File: src/rtl/stream_arbiter_hub_if.sv
`default_nettype none
// ============================================================================
// Module      : stream_arbiter_hub_if
// Description : N-channel stb/ack producer bundle plus merged consumer stream.
// Revision    : 1.0 - initial release
// ============================================================================
interface stream_arbiter_hub_if #(
    parameter int N_CH  = 4,
    parameter int WIDTH = 32,
    parameter int ID_W  = 2
);
    logic [N_CH*WIDTH-1:0] in_data;
    logic [N_CH-1:0]       in_stb;
    logic [N_CH-1:0]       in_ack;
    logic [WIDTH-1:0]      out_data;
    logic [ID_W-1:0]       out_id;
    logic                  out_stb;
    logic                  out_ack;

    // Environment side: producers and the shared sink
    modport master (
        output in_data, in_stb, out_ack,
        input  in_ack, out_data, out_id, out_stb
    );

    // Hub side
    modport slave (
        input  in_data, in_stb, out_ack,
        output in_ack, out_data, out_id, out_stb
    );
endinterface
`default_nettype wire

File: src/rtl/stream_arbiter_hub.sv
`default_nettype none
// ============================================================================
// Module      : stream_arbiter_hub
// Description : Round-robin merge of N_CH stb/ack streams with source tagging
//               and a sticky first-fault exception register.
// Revision    : 1.0 - initial release
// ============================================================================
module stream_arbiter_hub #(
    parameter int N_CH  = 4,
    parameter int WIDTH = 32,
    parameter int ID_W  = 2
) (
    input  wire logic              clk,
    input  wire logic              rst,
    stream_arbiter_hub_if.slave    bus,
    input  wire logic [N_CH-1:0]   exc_in,
    input  wire logic              exc_clr,
    output logic                   exception,
    output logic [N_CH-1:0]        exc_mask,
    output logic [ID_W-1:0]        exc_first
);

    typedef enum logic [1:0] {
        S_IDLE = 2'd0,
        S_ACK  = 2'd1,
        S_SEND = 2'd2
    } state_t;

    localparam logic [ID_W-1:0] c_last_rst = ID_W'(N_CH - 1);

    state_t            r_state,    w_state_nxt;
    logic [ID_W-1:0]   r_grant,    w_grant_nxt;
    logic [ID_W-1:0]   r_last,     w_last_nxt;
    logic [N_CH-1:0]   r_in_ack,   w_in_ack_nxt;
    logic [WIDTH-1:0]  r_out_data, w_out_data_nxt;
    logic [ID_W-1:0]   r_out_id,   w_out_id_nxt;
    logic              r_out_stb,  w_out_stb_nxt;

    logic              w_any_req;
    logic [ID_W-1:0]   w_winner;
    logic [N_CH-1:0]   w_winner_oh;

    logic [N_CH-1:0]   r_exc_mask, w_exc_mask_nxt;
    logic [ID_W-1:0]   r_exc_first, w_exc_first_nxt;
    logic              r_exception;
    logic [ID_W-1:0]   w_exc_low;

    // Winner = requester with the smallest rotated distance from last+1;
    // the distance is folded back once, which covers any N_CH (not just 2^k).
    always_comb begin
        int v_dist;
        int v_best;
        w_any_req   = |bus.in_stb;
        w_winner    = '0;
        w_winner_oh = '0;
        v_best      = N_CH;
        for (int k = 0; k < N_CH; k++) begin
            v_dist = k - int'(r_last) - 1;
            if (v_dist < 0) v_dist = v_dist + N_CH;
            if (bus.in_stb[k] && (v_dist < v_best)) begin
                v_best   = v_dist;
                w_winner = ID_W'(k);
            end
        end
        for (int k = 0; k < N_CH; k++) begin
            if (w_winner == ID_W'(k)) w_winner_oh[k] = 1'b1;
        end
    end

    always_ff @(posedge clk or negedge rst) begin
        if (!rst) begin
            r_state    <= S_IDLE;
            r_grant    <= '0;
            r_last     <= c_last_rst;
            r_in_ack   <= '0;
            r_out_data <= '0;
            r_out_id   <= '0;
            r_out_stb  <= 1'b0;
        end else begin
            r_state    <= w_state_nxt;
            r_grant    <= w_grant_nxt;
            r_last     <= w_last_nxt;
            r_in_ack   <= w_in_ack_nxt;
            r_out_data <= w_out_data_nxt;
            r_out_id   <= w_out_id_nxt;
            r_out_stb  <= w_out_stb_nxt;
        end
    end

    always_comb begin
        w_state_nxt    = r_state;
        w_grant_nxt    = r_grant;
        w_last_nxt     = r_last;
        w_in_ack_nxt   = '0;
        w_out_data_nxt = r_out_data;
        w_out_id_nxt   = r_out_id;
        w_out_stb_nxt  = r_out_stb;
        case (r_state)
            S_IDLE: begin
                if (w_any_req) begin
                    w_grant_nxt  = w_winner;
                    w_in_ack_nxt = w_winner_oh;
                    w_state_nxt  = S_ACK;
                end
            end
            S_ACK: begin
                // The granted producer's word transfers on this edge
                for (int k = 0; k < N_CH; k++) begin
                    if (r_grant == ID_W'(k)) w_out_data_nxt = bus.in_data[k*WIDTH +: WIDTH];
                end
                w_out_id_nxt  = r_grant;
                w_out_stb_nxt = 1'b1;
                w_last_nxt    = r_grant;
                w_state_nxt   = S_SEND;
            end
            S_SEND: begin
                if (bus.out_ack) begin
                    w_out_stb_nxt = 1'b0;
                    if (w_any_req) begin
                        w_grant_nxt  = w_winner;
                        w_in_ack_nxt = w_winner_oh;
                        w_state_nxt  = S_ACK;
                    end else begin
                        w_state_nxt  = S_IDLE;
                    end
                end
            end
            default: begin
                w_state_nxt = S_IDLE;
            end
        endcase
    end

    // Clear applies first so that same-edge sets survive and can re-capture
    always_comb begin
        w_exc_low = '0;
        for (int k = N_CH - 1; k >= 0; k--) begin
            if (exc_in[k]) w_exc_low = ID_W'(k);
        end
        w_exc_mask_nxt  = (exc_clr ? '0 : r_exc_mask) | exc_in;
        w_exc_first_nxt = exc_clr ? '0 : r_exc_first;
        if ((exc_clr || (r_exc_mask == '0)) && (|exc_in)) w_exc_first_nxt = w_exc_low;
    end

    always_ff @(posedge clk or negedge rst) begin
        if (!rst) begin
            r_exc_mask  <= '0;
            r_exc_first <= '0;
            r_exception <= 1'b0;
        end else begin
            r_exc_mask  <= w_exc_mask_nxt;
            r_exc_first <= w_exc_first_nxt;
            r_exception <= |w_exc_mask_nxt;
        end
    end

    assign bus.in_ack   = r_in_ack;
    assign bus.out_data = r_out_data;
    assign bus.out_id   = r_out_id;
    assign bus.out_stb  = r_out_stb;
    assign exception    = r_exception;
    assign exc_mask     = r_exc_mask;
    assign exc_first    = r_exc_first;

endmodule
`default_nettype wire

File: src/flat_wrapper.sv
// flat-port wrapper written by rule: the top's interface ports become plain ports
module stream_arbiter_hub_flat 
#(
    parameter int N_CH  = 4,
    parameter int WIDTH = 32,
    parameter int ID_W  = 2
)
  (clk, rst, exc_in, exc_clr, exception, exc_mask, exc_first, bus_in_data, bus_in_stb, bus_out_ack, bus_in_ack, bus_out_data, bus_out_id, bus_out_stb);
  stream_arbiter_hub_if #(.N_CH(N_CH), .WIDTH(WIDTH), .ID_W(ID_W)) bus_i ();
  input  wire logic clk;
  input  wire logic rst;
  input  wire logic [N_CH-1:0] exc_in;
  input  wire logic exc_clr;
  output logic exception;
  output logic [N_CH-1:0] exc_mask;
  output logic [ID_W-1:0] exc_first;
  input wire logic [$bits(bus_i.in_data)-1:0] bus_in_data;
  input wire logic [$bits(bus_i.in_stb)-1:0] bus_in_stb;
  input wire logic [$bits(bus_i.out_ack)-1:0] bus_out_ack;
  output wire logic [$bits(bus_i.in_ack)-1:0] bus_in_ack;
  output wire logic [$bits(bus_i.out_data)-1:0] bus_out_data;
  output wire logic [$bits(bus_i.out_id)-1:0] bus_out_id;
  output wire logic [$bits(bus_i.out_stb)-1:0] bus_out_stb;
  assign bus_i.in_data = bus_in_data;
  assign bus_i.in_stb = bus_in_stb;
  assign bus_i.out_ack = bus_out_ack;
  assign bus_in_ack = bus_i.in_ack;
  assign bus_out_data = bus_i.out_data;
  assign bus_out_id = bus_i.out_id;
  assign bus_out_stb = bus_i.out_stb;
  stream_arbiter_hub #(.N_CH(N_CH), .WIDTH(WIDTH), .ID_W(ID_W)) u_core (.clk(clk), .rst(rst), .bus(bus_i), .exc_in(exc_in), .exc_clr(exc_clr), .exception(exception), .exc_mask(exc_mask), .exc_first(exc_first));
endmodule
File: config.mk
export PLATFORM = sky130hd
export DESIGN_NAME = stream_arbiter_hub_flat
export DESIGN_NICKNAME = d
export VERILOG_FILES = /design/src/rtl/stream_arbiter_hub_if.sv /design/src/rtl/stream_arbiter_hub.sv /design/src/flat_wrapper.sv
export SDC_FILE = /design/constraint.sdc
export NUM_CORES = 1
export LEC_CHECK = 0
export CORE_MARGIN = 4
export CORE_UTILIZATION = 30
export CTS_CLUSTER_DIAMETER = 80
export CTS_CLUSTER_SIZE = 16
export DETAILED_ROUTE_END_ITERATION = 12
export GPL_TIMING_DRIVEN = 0
export PLACE_DENSITY_LB_ADDON = 0.2
export SETUP_SLACK_MARGIN = 0.1
export SYNTH_ARGS = -nofsm -noshare
export SYNTH_HDL_FRONTEND = slang
export SYNTH_SLANG_ARGS = --single-unit
File: constraint.sdc
create_clock -name clk -period 5.8 [get_ports clk]
set_clock_uncertainty 0.05 [all_clocks]
set_input_delay 1.16 -clock clk [delete_from_list [all_inputs] [get_ports clk]]
set_output_delay 1.16 -clock clk [all_outputs]
set_load 0.05 [all_outputs]
Word-level counts from Yosys, hierarchy flattened. Cells that the tools add are included.

$add $sub $neg: 12. Multipliers: 0. Div/mod/pow operators: 0. Order comparisons: 8. Equal/unequal tests: 10. Shifts and indexed selects: 0. Muxes and demuxes: 37. Bitwise operators: 1. Reductions and logical operators: 21.

Operator list (number): two-way mux 32 bit (11); adder 32 x 4 -> 32 bit (second input constant) (4); < comparator 32 x 1 -> 1 bit (second input constant) (4); subtractor 32 x 2 -> 32 bit (second input constant) (4); < comparator 32 bit (3); < comparator 32 x 4 -> 1 bit (second input constant) (1); two-way mux 2 bit (12); two-way mux 4 bit (3); OR reduction 4 bit (3); equality test 2 bit (second input constant) (5); case mux 4 bit (2 select lines) (1); AND reduction 2 bit (4); two-way mux 1 bit (7); equality test 2 x 1 -> 1 bit (second input constant) (3); logical NOT 2 bit (3); case mux 2 bit (3 select lines) (1); nonzero test 2 bit (3); subtractor 1 x 2 -> 3 bit (first input constant) (2); subtractor 2 x 2 -> 3 bit (first input constant) (2); logical AND 1 bit (5); logical NOT 4 bit (1); bitwise OR 4 bit (1); case mux 2 bit (2 select lines) (1); nonzero test 4 bit (1); other kinds (4) (4).

Register bits after elaboration: 52. Latch bits: 0. RAM bits: 0. Memory bits (read-only): 0. Output and inout bits: 46. Word-level logic and storage cells: 99. Memories kept: 0.

Depth between registers and ports, before layout.
Depth in word-level cells: 21. Gate-level depth with buffers: 39. Mapped depth without buffers: 36.

Worst setup path after synthesis. No wires, ideal clock.

Path type: input port to flip-flop. Start point: in bus_in_stb[0]. End point: reg u_core.r_in_ack[1], in the netlist u_core.bus.in_ack[1]. Arrival: 6234 ps. Required time: 5630 ps. Setup slack: -604 ps. Stages on the path: 28. Buffers on the path: 4. Path through: o21a_1 > clkbuf_1 > ha_1 > a21o_1 > a2111o_1 > a21oi_2 > o31ai_1 > a21oi_2 > or2_1 > buf_6 > and2_4 > buf_6 > buf_2 > a21oi_1 > ha_1 > nand4_1 > nor2_1 > a221oi_1 > o221ai_1 > mux2i_1 > nor3_1 > a21oi_1 > mux2i_1 > ha_1 > nor2_1 > a21oi_1 > a2111o_1 > and3_1.

Longest elaborated chain between the ends: 16. Elaborated cells between the ends (all ways): 19.

RTL lines: start, declared (RTL line flat_wrapper.sv:18) `input wire logic [$bits(bus_i.in_stb)-1:0] bus_in_stb;`; logical AND 1 bit (RTL line stream_arbiter_hub.sv:60) `if (bus.in_stb[k] && (v_dist < v_best)) begin`; two-way mux 32 bit (RTL line stream_arbiter_hub.sv:60); < comparator 32 bit (RTL line stream_arbiter_hub.sv:60); logical AND 1 bit (RTL line stream_arbiter_hub.sv:60); two-way mux 32 bit (RTL line stream_arbiter_hub.sv:60); < comparator 32 bit (RTL line stream_arbiter_hub.sv:60); logical AND 1 bit (RTL line stream_arbiter_hub.sv:60); two-way mux 32 bit (RTL line stream_arbiter_hub.sv:60); < comparator 32 bit (RTL line stream_arbiter_hub.sv:60); logical AND 1 bit (RTL line stream_arbiter_hub.sv:60); two-way mux 2 bit (RTL line stream_arbiter_hub.sv:60); equality test 2 x 1 -> 1 bit (RTL line stream_arbiter_hub.sv:66) `if (w_winner == ID_W'(k)) w_winner_oh[k] = 1'b1;`; two-way mux 1 bit (RTL line stream_arbiter_hub.sv:66); two-way mux 4 bit (*) (RTL line stream_arbiter_hub.sv:100, stream_arbiter_hub.sv:119); two-way mux 4 bit (RTL line stream_arbiter_hub.sv:117) `if (bus.out_ack) begin`; case mux 4 bit (2 select lines) (*) (RTL line stream_arbiter_hub.sv:98) `case (r_state)`; net u_core.w_in_ack_nxt[1] (RTL line stream_arbiter_hub.sv:34) `logic [N_CH-1:0] r_in_ack, w_in_ack_nxt;`; end signal, assigned (RTL line stream_arbiter_hub.sv:83) `r_in_ack <= w_in_ack_nxt;`; end, declared (RTL line stream_arbiter_hub.sv:34).

Mark *: on every way through the listed nets, which the timed path passes. The rest lies on a longest branch. A chain may end at the register's enable or synchronous reset.

Worst setup path after layout.
Start point: reg u_core.r_last[1]. End point: reg u_core.r_in_ack[0], in the netlist u_core.bus.in_ack[0].

Longest elaborated chain between the ends: 21. Elaborated cells between the ends (all ways): 39.

RTL lines: start, declared (RTL line stream_arbiter_hub.sv:33) `logic [ID_W-1:0] r_last, w_last_nxt;`; start signal, assigned (RTL line stream_arbiter_hub.sv:74) `r_last <= c_last_rst;`; start signal, assigned (RTL line stream_arbiter_hub.sv:82) `r_last <= w_last_nxt;`; subtractor 1 x 2 -> 3 bit (RTL line stream_arbiter_hub.sv:58) `v_dist = k - int'(r_last) - 1;`; subtractor 32 x 2 -> 32 bit (RTL line stream_arbiter_hub.sv:58); adder 32 x 4 -> 32 bit or < comparator 32 x 1 -> 1 bit (tied branches) (RTL line stream_arbiter_hub.sv:59) `if (v_dist < 0) v_dist = v_dist + N_CH;`; two-way mux 32 bit (RTL line stream_arbiter_hub.sv:59); < comparator 32 x 4 -> 1 bit (RTL line stream_arbiter_hub.sv:60); logical AND 1 bit (RTL line stream_arbiter_hub.sv:60); two-way mux 32 bit (RTL line stream_arbiter_hub.sv:60); < comparator 32 bit (RTL line stream_arbiter_hub.sv:60); [... 6 more ...]; logical AND 1 bit (RTL line stream_arbiter_hub.sv:60); two-way mux 2 bit (*) (RTL line stream_arbiter_hub.sv:60); logical NOT 2 bit (*) (RTL line stream_arbiter_hub.sv:66); two-way mux 1 bit (*) (RTL line stream_arbiter_hub.sv:66); two-way mux 4 bit (*) (RTL line stream_arbiter_hub.sv:100, stream_arbiter_hub.sv:119); two-way mux 4 bit (RTL line stream_arbiter_hub.sv:117); case mux 4 bit (2 select lines) (*) (RTL line stream_arbiter_hub.sv:98); net u_core.w_in_ack_nxt[0] (RTL line stream_arbiter_hub.sv:34).

Marks and branches as above.

==> impl_metrics.toml <==
[cells_and_area]
layoutNonFillerInstCount = 1023
n_antenna_cell = 0
fin_nets = 1043
final_common_cell = "clkdlybuf4s50_1"
final_cell_mix = "clkdlybuf4s50_1, nand2_1, ha_1, dfrtp_1, conb_1"
drive_above_1_share = 0.189
area_growth_pct = 62.0

[sta]
hold_violations = 0
whs_ns = 0.429
max_freq_mhz = 162
rsz0062_at_grt = "yes"
worst_slew_pin_slew_ns = 0.843
setup_viol_count_final = 6
relSlewSlack = 0.438
slew_violations = 0
min_period_over_period = 1.07
setup_ws_ns = -0.388
period_needed_ns = 6.19

[worst_hold_path]
hold_path_class = "reg -> reg"
timing.hold.worst.start = "u_core.bus.out_data[31]"

[global_routing]
grt_pass1_vias = 5234
grt_overflow = 0
grt_max_degree = 34
grt_use_total = 0.187
grt_pass1_wl_um = 29200
antenna_found_initial = 2

[logic_synthesis]
syn_inst = 538
seq_area_frac_synth = 0.254
ys_ff_latch = 52
ys_warn_count = 0
synth_async_sr_flop_share = 1.00
ys_top_cells_by_area = "dfrtp_1, ha_1, mux4_2, nand2_1, a21oi_1"
syn-cell-area_mm2 = 0.00513
synth.distinct_cells = 59
synth_edf_count = 0
synth_top_flop_cell = "dfrtp_1"
yosysTopAreaCell = "dfrtp_1"
synth_area_per_cell_um2 = 9.53
synth_top_area_frac = 0.244

[detailed_routing]
vias_per_cell = 4.95
avgRoutedWirePerCell_um = 18.1
finalWirelength_um = 18500
firstDrtPassIters = 6
drtIter0Drc = 219
ant_nets = 0
vias = 5067
drc = 0

[pwr]
p_leak_uw = 0.00367
max-vdd-ir-drop_mv = 0.382
clock_power_share = 0.060
p_int_uw = 2400
power_frac_seq = 0.130
comb_power_share = 0.811
power.total_uw = 4790
p_sw_uw = 2390
powerDensity_mw_per_mm2 = 576
p_sw_frac = 0.499

[worst_setup_path]
critPathRequiredTime_ns = 5.93
slowest_stage = "dfstp_2"
crit_buf_inv = 7
slowest_delay_ns = 0.56
worstSetupEndpointType = "register"
cp_common_cell = "ha_4"
worstPathMaxFanout = 7
critPathTopFamily = "compound AO/OA/AOI/OAI gates"
critical_path_class = "reg -> reg"
start_kind = "register"
critPathLaunch = "u_core.r_last[1]"
arrival_ns = 6.32
r2r-start = "u_core.r_last[1]"

[clock_network]
insertion_delay_ns = 0.29
cts_tree = "done"
root_buffer = "clkbuf_16"
cts_hold_buf = 0
cts_inserted_buffers = 5
cts.sinks = 52
cts.clk_slew.worst_paths_ns = 0.07
clockBufferDepth = 2
htree_levels = 2

[die]
die_area_mm2 = 0.0192
core-area_mm2 = 0.0166
start_util = 0.308
die_x_um = 139
ios = 186
die_h_um = 139
num_rows = 47

[outcome]
status = "finished with violations"
violations = "setup timing"

[place]
gp_congestion = 0.958
dp_hpwl_um = 14800
placed_cells = 983
io_buffer_count = 185

[flow_run]
drv_cap = 0
## worst register-to-register path: cells and delay by family, from the launching register on
family	cells	cell delay, ns
AO/OA/AOI/OAI	9	1.56
AND/OR/NAND/NOR	9	1.54
adder cells (fa/ha/maj)	4	0.94
multiplexers	2	0.54
flip-flops	1	0.56
buffers and inverters	7	0.91
## power groups by stage
stage	Sequential, uW	Combinational, uW	Clock (uW)
2_1_floorplan	1070	1780	0
3_3_place_gp	620	3070	0
3_5_place_dp	627	3150	0
4_1_cts	621	3590	296
5_1_grt	641	4210	310
6_report	621	3880	285
## area by class of cell
class / instances / area (um^2)
well taps: 220 / 275
inverters: 25 / 104
multi-input cells: 479 / 4230
fillers: 1540 / 8330
clock buffers: 6 / 129
clock inverters: 2 / 12.5
repair buffers: 218 / 2140
flip-flops and latches: 52 / 1300
plain buffers: 21 / 116
## metrics by stage
stage / utilization / setup TNS [ns] / setup slack, ns / area [um^2]
2_1_floorplan: - / -0.00740 / -0.00704 / 5360
3_3_place_gp: 0.450 / -7.17 / -1.29 / 7480
3_5_place_dp: 0.450 / -8.18 / -1.45 / 7500
4_1_cts: 0.489 / -1.04 / -0.239 / 8140
5_1_grt: 0.499 / -3.55 / -0.639 / 8310
6_report: 0.499 / -2.09 / -0.388 / 8310
## Yosys cell counts, types with 2 or more instances
cell type  count
clkbuf_1      15
o21ai_1        2
o21ai_0       15
inv_1         25
a21oi_1       31
nor2b_1        2
dfrtp_1       50
conb_1         2
ha_1          99
a31oi_1        3
nor4_1         4
a21oi_2        2
a2111o_1       2
a21o_1        17
nor3_1         5
nand2_1      122
nand3_1        6
nor4b_1        2
mux4_2        32
o211ai_1       3
nand4_1       13
dfstp_2        2
a221oi_1       2
mux2i_1        2
buf_1          3
a211oi_1       5
nor2_1        18
and2_1         5
o31ai_1        3
nand2b_1       8
and3_1         3
o21a_1         4
fa_1           2
a211o_1        2
buf_6          3
## final timing paths
| path | end | slack [ns] | depth (start not counted) |
|---|---|---|---|
| setup / recovery | u_core.bus.in_ack[0] | -0.39 | 31 |
| hold / removal | u_core.bus.out_data[31] | 0.43 | 2 |
| setup reg to reg | u_core.bus.in_ack[0] | -0.39 | 31 |
| hold reg to reg | u_core.bus.out_data[31] | 0.43 | 2 |
| max in group asynchronous | u_core.r_last[1] | 4.32 | 2 |
| min in group asynchronous | u_core.bus.out_data[14] | 0.77 | 1 |
## timing repair
action                     4_1_cts  5_1_grt
setup endpoints to repair        6        6
setup buffers                   26        6
pin swaps                       44       25
gates resized for setup         60       22
cloned                           1        0
hold endpoints to repair         0        0
## registers in the layout, indices dropped and copies added (netlist names)
name                 cells
u_core.bus.out_data     32
u_core.bus.in_ack        4
u_core.exc_mask          4
u_core.bus.out_id        2
u_core.exc_first         2
u_core.r_grant           2
u_core.r_last            2
u_core.r_state           2
u_core.bus.out_stb       1
u_core.exception         1
## logic make-up after synthesis
logic type | count (synthesis) | share of synthesized area
adders and majority gates | 101 | 0.249
buffers and inverters | 47 | 0.0390
and+or+nand+nor | 200 | 0.179
xor gates and xnor gates | 1 | 0.00171
AOI/OAI and AO/OA | 101 | 0.131
other | 2 | 0.00146
DFF | 52 | 0.254
muxes | 34 | 0.144
## per-layer routing
metal / GRT usage / share of wire / up-vias
met5: 0 / 0.00065 / -
met4: 0.0463 / 0.021 / 2
met3: 0.0400 / 0.061 / 28
met2: 0.331 / 0.50 / 163
met1: 0.231 / 0.42 / 2440
li1: - / - / 2434
Note: power is estimated with default switching activity, not from simulation.
